$ cat src/rtl/nlfsr_pkg.sv
// Shared types and helpers for the NLFSR full-period checker.
package nlfsr_pkg;

  typedef enum logic [1:0] {
    IDLE = 2'd0,
    RUN  = 2'd1,
    DONE = 2'd2
  } fsm_t;

  // Length of a maximal trajectory for a size-bit register: 2^size - 1.
  function automatic logic [63:0] full_period(input int size);
    return (64'd1 << size) - 64'd1;
  endfunction

  // Reset / idle register value: MSB set, all other bits clear.
  function automatic logic [31:0] init_val(input int size);
    return 32'd1 << (size - 1);
  endfunction

endpackage

$ cat src/rtl/nlfsr_core.sv
// SIZE-bit right-shifting NLFSR register. The nonlinear feedback term is
// supplied from outside; the core only combines it with the LSB.
module nlfsr_core
  import nlfsr_pkg::*;
#(
  parameter int SIZE = 16
) (
  input  logic            clk,
  input  logic            res,
  input  logic            load,
  input  logic            step,
  input  logic [SIZE-1:0] load_val,
  input  logic            feedback,
  output logic [SIZE-1:0] state,
  output logic [SIZE-1:0] nxt
);

  localparam logic [SIZE-1:0] INIT = SIZE'(init_val(SIZE));

  // Next state: feedback XOR the outgoing bit enters at the MSB.
  always_comb begin
    nxt = {feedback ^ state[0], state[SIZE-1:1]};
  end

  // Register: load takes priority over a step; otherwise hold.
  always_ff @(posedge clk or negedge res) begin
    if (!res) begin
      state <= INIT;
    end else if (load) begin
      state <= load_val;
    end else if (step) begin
      state <= nxt;
    end
  end

endmodule

$ cat config.mk
export PLATFORM = sky130hd
export DESIGN_NAME = nlfsr_core
export DESIGN_NICKNAME = d
export VERILOG_FILES = /design/src/rtl/nlfsr_pkg.sv /design/src/rtl/nlfsr_core.sv
export SDC_FILE = /design/constraint.sdc
export NUM_CORES = 1
export LEC_CHECK = 0
export CAP_MARGIN = 15
export CORE_ASPECT_RATIO = 0.75
export CORE_MARGIN = 4
export CORE_UTILIZATION = 33
export CTS_CLUSTER_DIAMETER = 80
export DETAILED_ROUTE_END_ITERATION = 10
export PLACE_DENSITY = 0.78
export SLEW_MARGIN = 30
export SYNTH_ARGS = -nofsm -noshare
export SYNTH_HDL_FRONTEND = slang
export SYNTH_SLANG_ARGS = --single-unit
export TNS_END_PERCENT = 30
$ cat constraint.sdc
create_clock -name clk -period 1.1 [get_ports clk]
set_clock_uncertainty 0.2 [all_clocks]
set_input_delay 0.22 -clock clk [delete_from_list [all_inputs] [get_ports clk]]
set_output_delay 0.22 -clock clk [all_outputs]
set_load 0.005 [all_outputs]
Word-level counts from Yosys, hierarchy flattened
Cells that the tools add are included.
Cells by class
  $add $sub $neg: 0
  reductions and logical operators: 1
  equality and inequality tests: 0
  divide/modulo/power cells: 0
  bitwise operators: 1
  multipliers: 0
  magnitude comparators: 0
  multiplexer cells: 2
  shift operators: 0
Operators by type and width (count)
  $mux 16: 2
  $reduce_bool 2->1: 1
  $xor 1x1->1: 1
Word-level totals
  RAM bits: 0
  output and inout bits: 32
  bits in registers: 16
  bits in read-only memories: 0
  bits in latches: 0
  memories kept: 0
  word-level logic and storage cells: 5

Logic depth before layout (Yosys ltp)
  word-level depth: 3
  mapped depth: 4
  gate-level depth less buffers: 2

Worst setup path after synthesis
Ideal clock, no wire load.
  path kind: register to register
  start point: register state[0]
  end point: register state[15]
  setup time: 82 ps
  cell stages (with the launch flop): 3
  path slack: -5 ps
  data arrival time: 823 ps
  data required time: 818 ps
  path through: dfrtp_1 > xor2_1 > a211o_1
Between the ends
  word-level cells in the longest chain between the ends: 3
RTL lines
  from (decl): RTL line nlfsr_core.sv:14  | output logic [SIZE-1:0] state,
  from (signal assigned): RTL line nlfsr_core.sv:30  | state <= load_val;
  from (signal assigned): RTL line nlfsr_core.sv:32  | state <= nxt;
  $xor 1x1->1: RTL line nlfsr_core.sv:22  | nxt = {feedback ^ state[0], state[SIZE-1:1]};
  named net nxt[15]: RTL line nlfsr_core.sv:15  | output logic [SIZE-1:0] nxt
  $mux 16: RTL line nlfsr_core.sv:31  | end else if (step) begin
  $mux 16: RTL line nlfsr_core.sv:29  | end else if (load) begin
The timed path passes the listed nets, and every way through them passes these cells. The select of a mux whose other input is x is not followed.
A chain may end at the register's enable or synchronous reset.

Worst setup path in the final report
  start point: register state[0]
  end point: output nxt[15]
Between the ends
  word-level cells in the longest chain between the ends: 1
RTL lines (RTL line)
  $xor 1x1->1: nlfsr_core.sv:22
  to (decl): nlfsr_core.sv:15
Every way passes these cells.

==> flow_metrics.env <==
export IMPL_cp_start_kind="flop"
export IMPL_largestRegisters="state x16"
export IMPL_drtIter0Drc=34
export IMPL_cts_buffer_depth=2
export IMPL_clkTransAtPathRegs_ns=0.09
export IMPL_wl_per_cell_um=13.2
export IMPL_clock_sinks=16
export IMPL_worstPathCellList="xor2_2 > buf_2"
export IMPL_stdcell_count=196
export IMPL_clk_latency_ns=0.28
export IMPL_worst_pin_slew_ns=0.265
export IMPL_hold_viol_final=2
export IMPL_synth_nets=107
export IMPL_multiInputGateArea_um2=330
export IMPL_yosys_top_cells_count="buf_4 (15), dfrtp_1 (15), mux2i_1 (15), nand2_1 (15), o21ai_1 (10)"
export IMPL_final_period_utilization_pct=128
export IMPL_design_area_mm2=0.00156
export IMPL_grt_use_total_pct=15.5
export IMPL_cts_tree="built"
export IMPL_p_per_area_mw_per_mm2=1080
export IMPL_fillers=207
export IMPL_postSynthAreaPerCell_um2=10.2
export IMPL_via_count=870
export IMPL_wl_um=2590
export IMPL_worst_path_max_fanout=2
export IMPL_hpwlAfterDp_um=1840
export IMPL_crit_family="flip-flops"
export IMPL_largest_reg_flops=16
export IMPL_n_antenna_cell=0
export IMPL_regMostFlops="state"
export IMPL_syn2layout_area_growth_pct=77.8
export IMPL_ir_drop_v=0.000499
export IMPL_dieWidth_um=67.6
export IMPL_worstPathArrival_ns=0.99
export IMPL_vias_per_cell=4.44
export IMPL_grt_max_degree=13
export IMPL_worstSetupPathType="reg2out"
export IMPL_drv_slew=0
export IMPL_place_congestion=0.750
export IMPL_ys_types=16
export IMPL_whs_ns=-0.0293
export IMPL_overflow=0
export IMPL_worstPathRequired_ns=0.68
export IMPL_htree_levels=1
export IMPL_failed_checks="negative hold slack, negative setup slack"
export IMPL_syn_area_um2=878
export IMPL_grt_pass1_wl_um=4180
export IMPL_drive_gt1_share_pct=48.1
export IMPL_route_detailed_drc=0
export IMPL_grt_setup_unrepaired="yes"
export IMPL_ys_flop_type="dfrtp_1"
export IMPL_yosysTopAreaCell="dfrtp_1"
export IMPL_max_freq_mhz=710
export IMPL_dp_cells=174
export IMPL_rows=15
export IMPL_endpoint_kind="primary output"
export IMPL_cts_root_buf="clkbuf_4"
export IMPL_synthArstFlopShare_pct=100
export IMPL_port_buffers=52
export IMPL_p_leak_uw=0.000818
export IMPL_core_mm2=0.00242
export IMPL_syn_instance_count=86
export IMPL_die_y_um=52.7
export IMPL_synth_top_cells_by_area="dfrtp_1 (43%), mux2i_1 (17%), buf_4 (13%), nand2_1 (6.4%), o21ai_1 (5.7%)"
export IMPL_initial_core_util_pct=36.3
export IMPL_run_status="finished with violations"
export IMPL_dieArea_mm2=0.00356
export IMPL_slowest_stage="dfrtp_1"
export IMPL_setup_slack_ns=-0.309
export IMPL_ys_ff_latch=16
export IMPL_cts_buffers=3
export IMPL_slowest_delay_ns=0.42
export IMPL_ys_warnings_count=0
export IMPL_setup_viol=47
export IMPL_finalNetCount=184
export IMPL_ant_nets=0
export IMPL_register_area_um2=402
export IMPL_critPathBufInv=1
export IMPL_maxSlewHeadroom_pct=82.3
export IMPL_cap_violations=0
export IMPL_fin_crit_ns=1.41
export IMPL_dpl_instance_area_mm2=0.00145
export IMPL_hold_path_class="in2async"
export IMPL_synth_edff_count=0
export IMPL_antenna_found_initial=0
export IMPL_ioPinCount=53
export IMPL_synth_top_area_share_pct=42.7
export IMPL_ys_seq_area_share_pct=45.7
export IMPL_grt_pass1_vias=908
export IMPL_first_pass_iters=4
[metrics by stage]
stage               worst slack, ns  setup TNS [ns]  total power, uW  util, %  hold slack [ns]
floorplan                    0.0131               0              945        -           -0.276
global placement             -0.703          -13.45             1310     59.8            0.281
detailed placement           -0.753          -13.90             1320     59.8            0.277
CTS                          -0.366           -9.82             1700     65.6          -0.0364
global route                 -0.405           -9.98             1810     64.5          -0.0374
finish                       -0.309           -7.53             1690     64.5          -0.0293
[area by class of cell]
type	count	area share, %
Clock buffer	4	1.68
Multi-Input combinational cell	50	21.2
Sequential cell	16	25.7
Tap cell	34	2.72
Timing Repair Buffer	92	48.7
[where the power goes]
part / internal [uW] / switching (uW)
logic: 434 / 239
registers: 653 / 50.5
clock network: 141 / 175
[worst paths after layout]
kind                                       start               endpoint  slack, ns  cells past startpoint
max                         state[0]$_DFFE_PN0P_                nxt[15]      -0.31                      2
min                                          res  state[10]$_DFFE_PN0P_      -0.03                      1
max reg2reg                state[12]$_DFFE_PN0P_  state[11]$_DFFE_PN0P_      -0.21                      5
min reg2reg                state[15]$_DFFE_PN1P_  state[14]$_DFFE_PN0P_       0.44                      2
max in group asynchronous                    res   state[4]$_DFFE_PN0P_       0.37                      2
min in group clk                            load  state[15]$_DFFE_PN1P_       0.20                      3
[layout by cell type (no fill, tap or decap), types with 2 or more instances in the layout]
cell / count
nand2_1: 15
clkdlybuf4s50_1: 17
buf_6: 22
buf_4: 25
dfrtp_1: 15
clkbuf_4: 3
clkbuf_2: 15
dlygate4sd2_1: 2
o21ai_1: 15
mux2i_1: 14
buf_2: 10
[layer usage]
metal	vias up	wire [um]	global-route usage (%)
li1	427	-	-
met4	0	0	0
met1	403	1060	18.1
met3	0	219	5.58
met5	-	0	0
met2	40	1310	28.4
[cells by family after synthesis]
logic type,after synthesis,share of synthesized area [%]
flip-flops,16,45.7
buffers and inverters,20,17.9
AND/OR/NAND/NOR,18,8.69
multiplexers,15,17.1
XOR/XNOR,1,0.997
AO/OA/AOI/OAI,16,9.54
[repair_timing]
| item | 4_1_cts | 5_1_grt |
|---|---|---|
| gates resized for setup | 109 | 34 |
| buffers inserted | 18 | 2 |
| endpoints found under the hold margin | 2 | 2 |
| pin swaps | 1 | 2 |
| endpoints found under the setup margin | 48 | 48 |
Power figures use the tool's default switching activity.
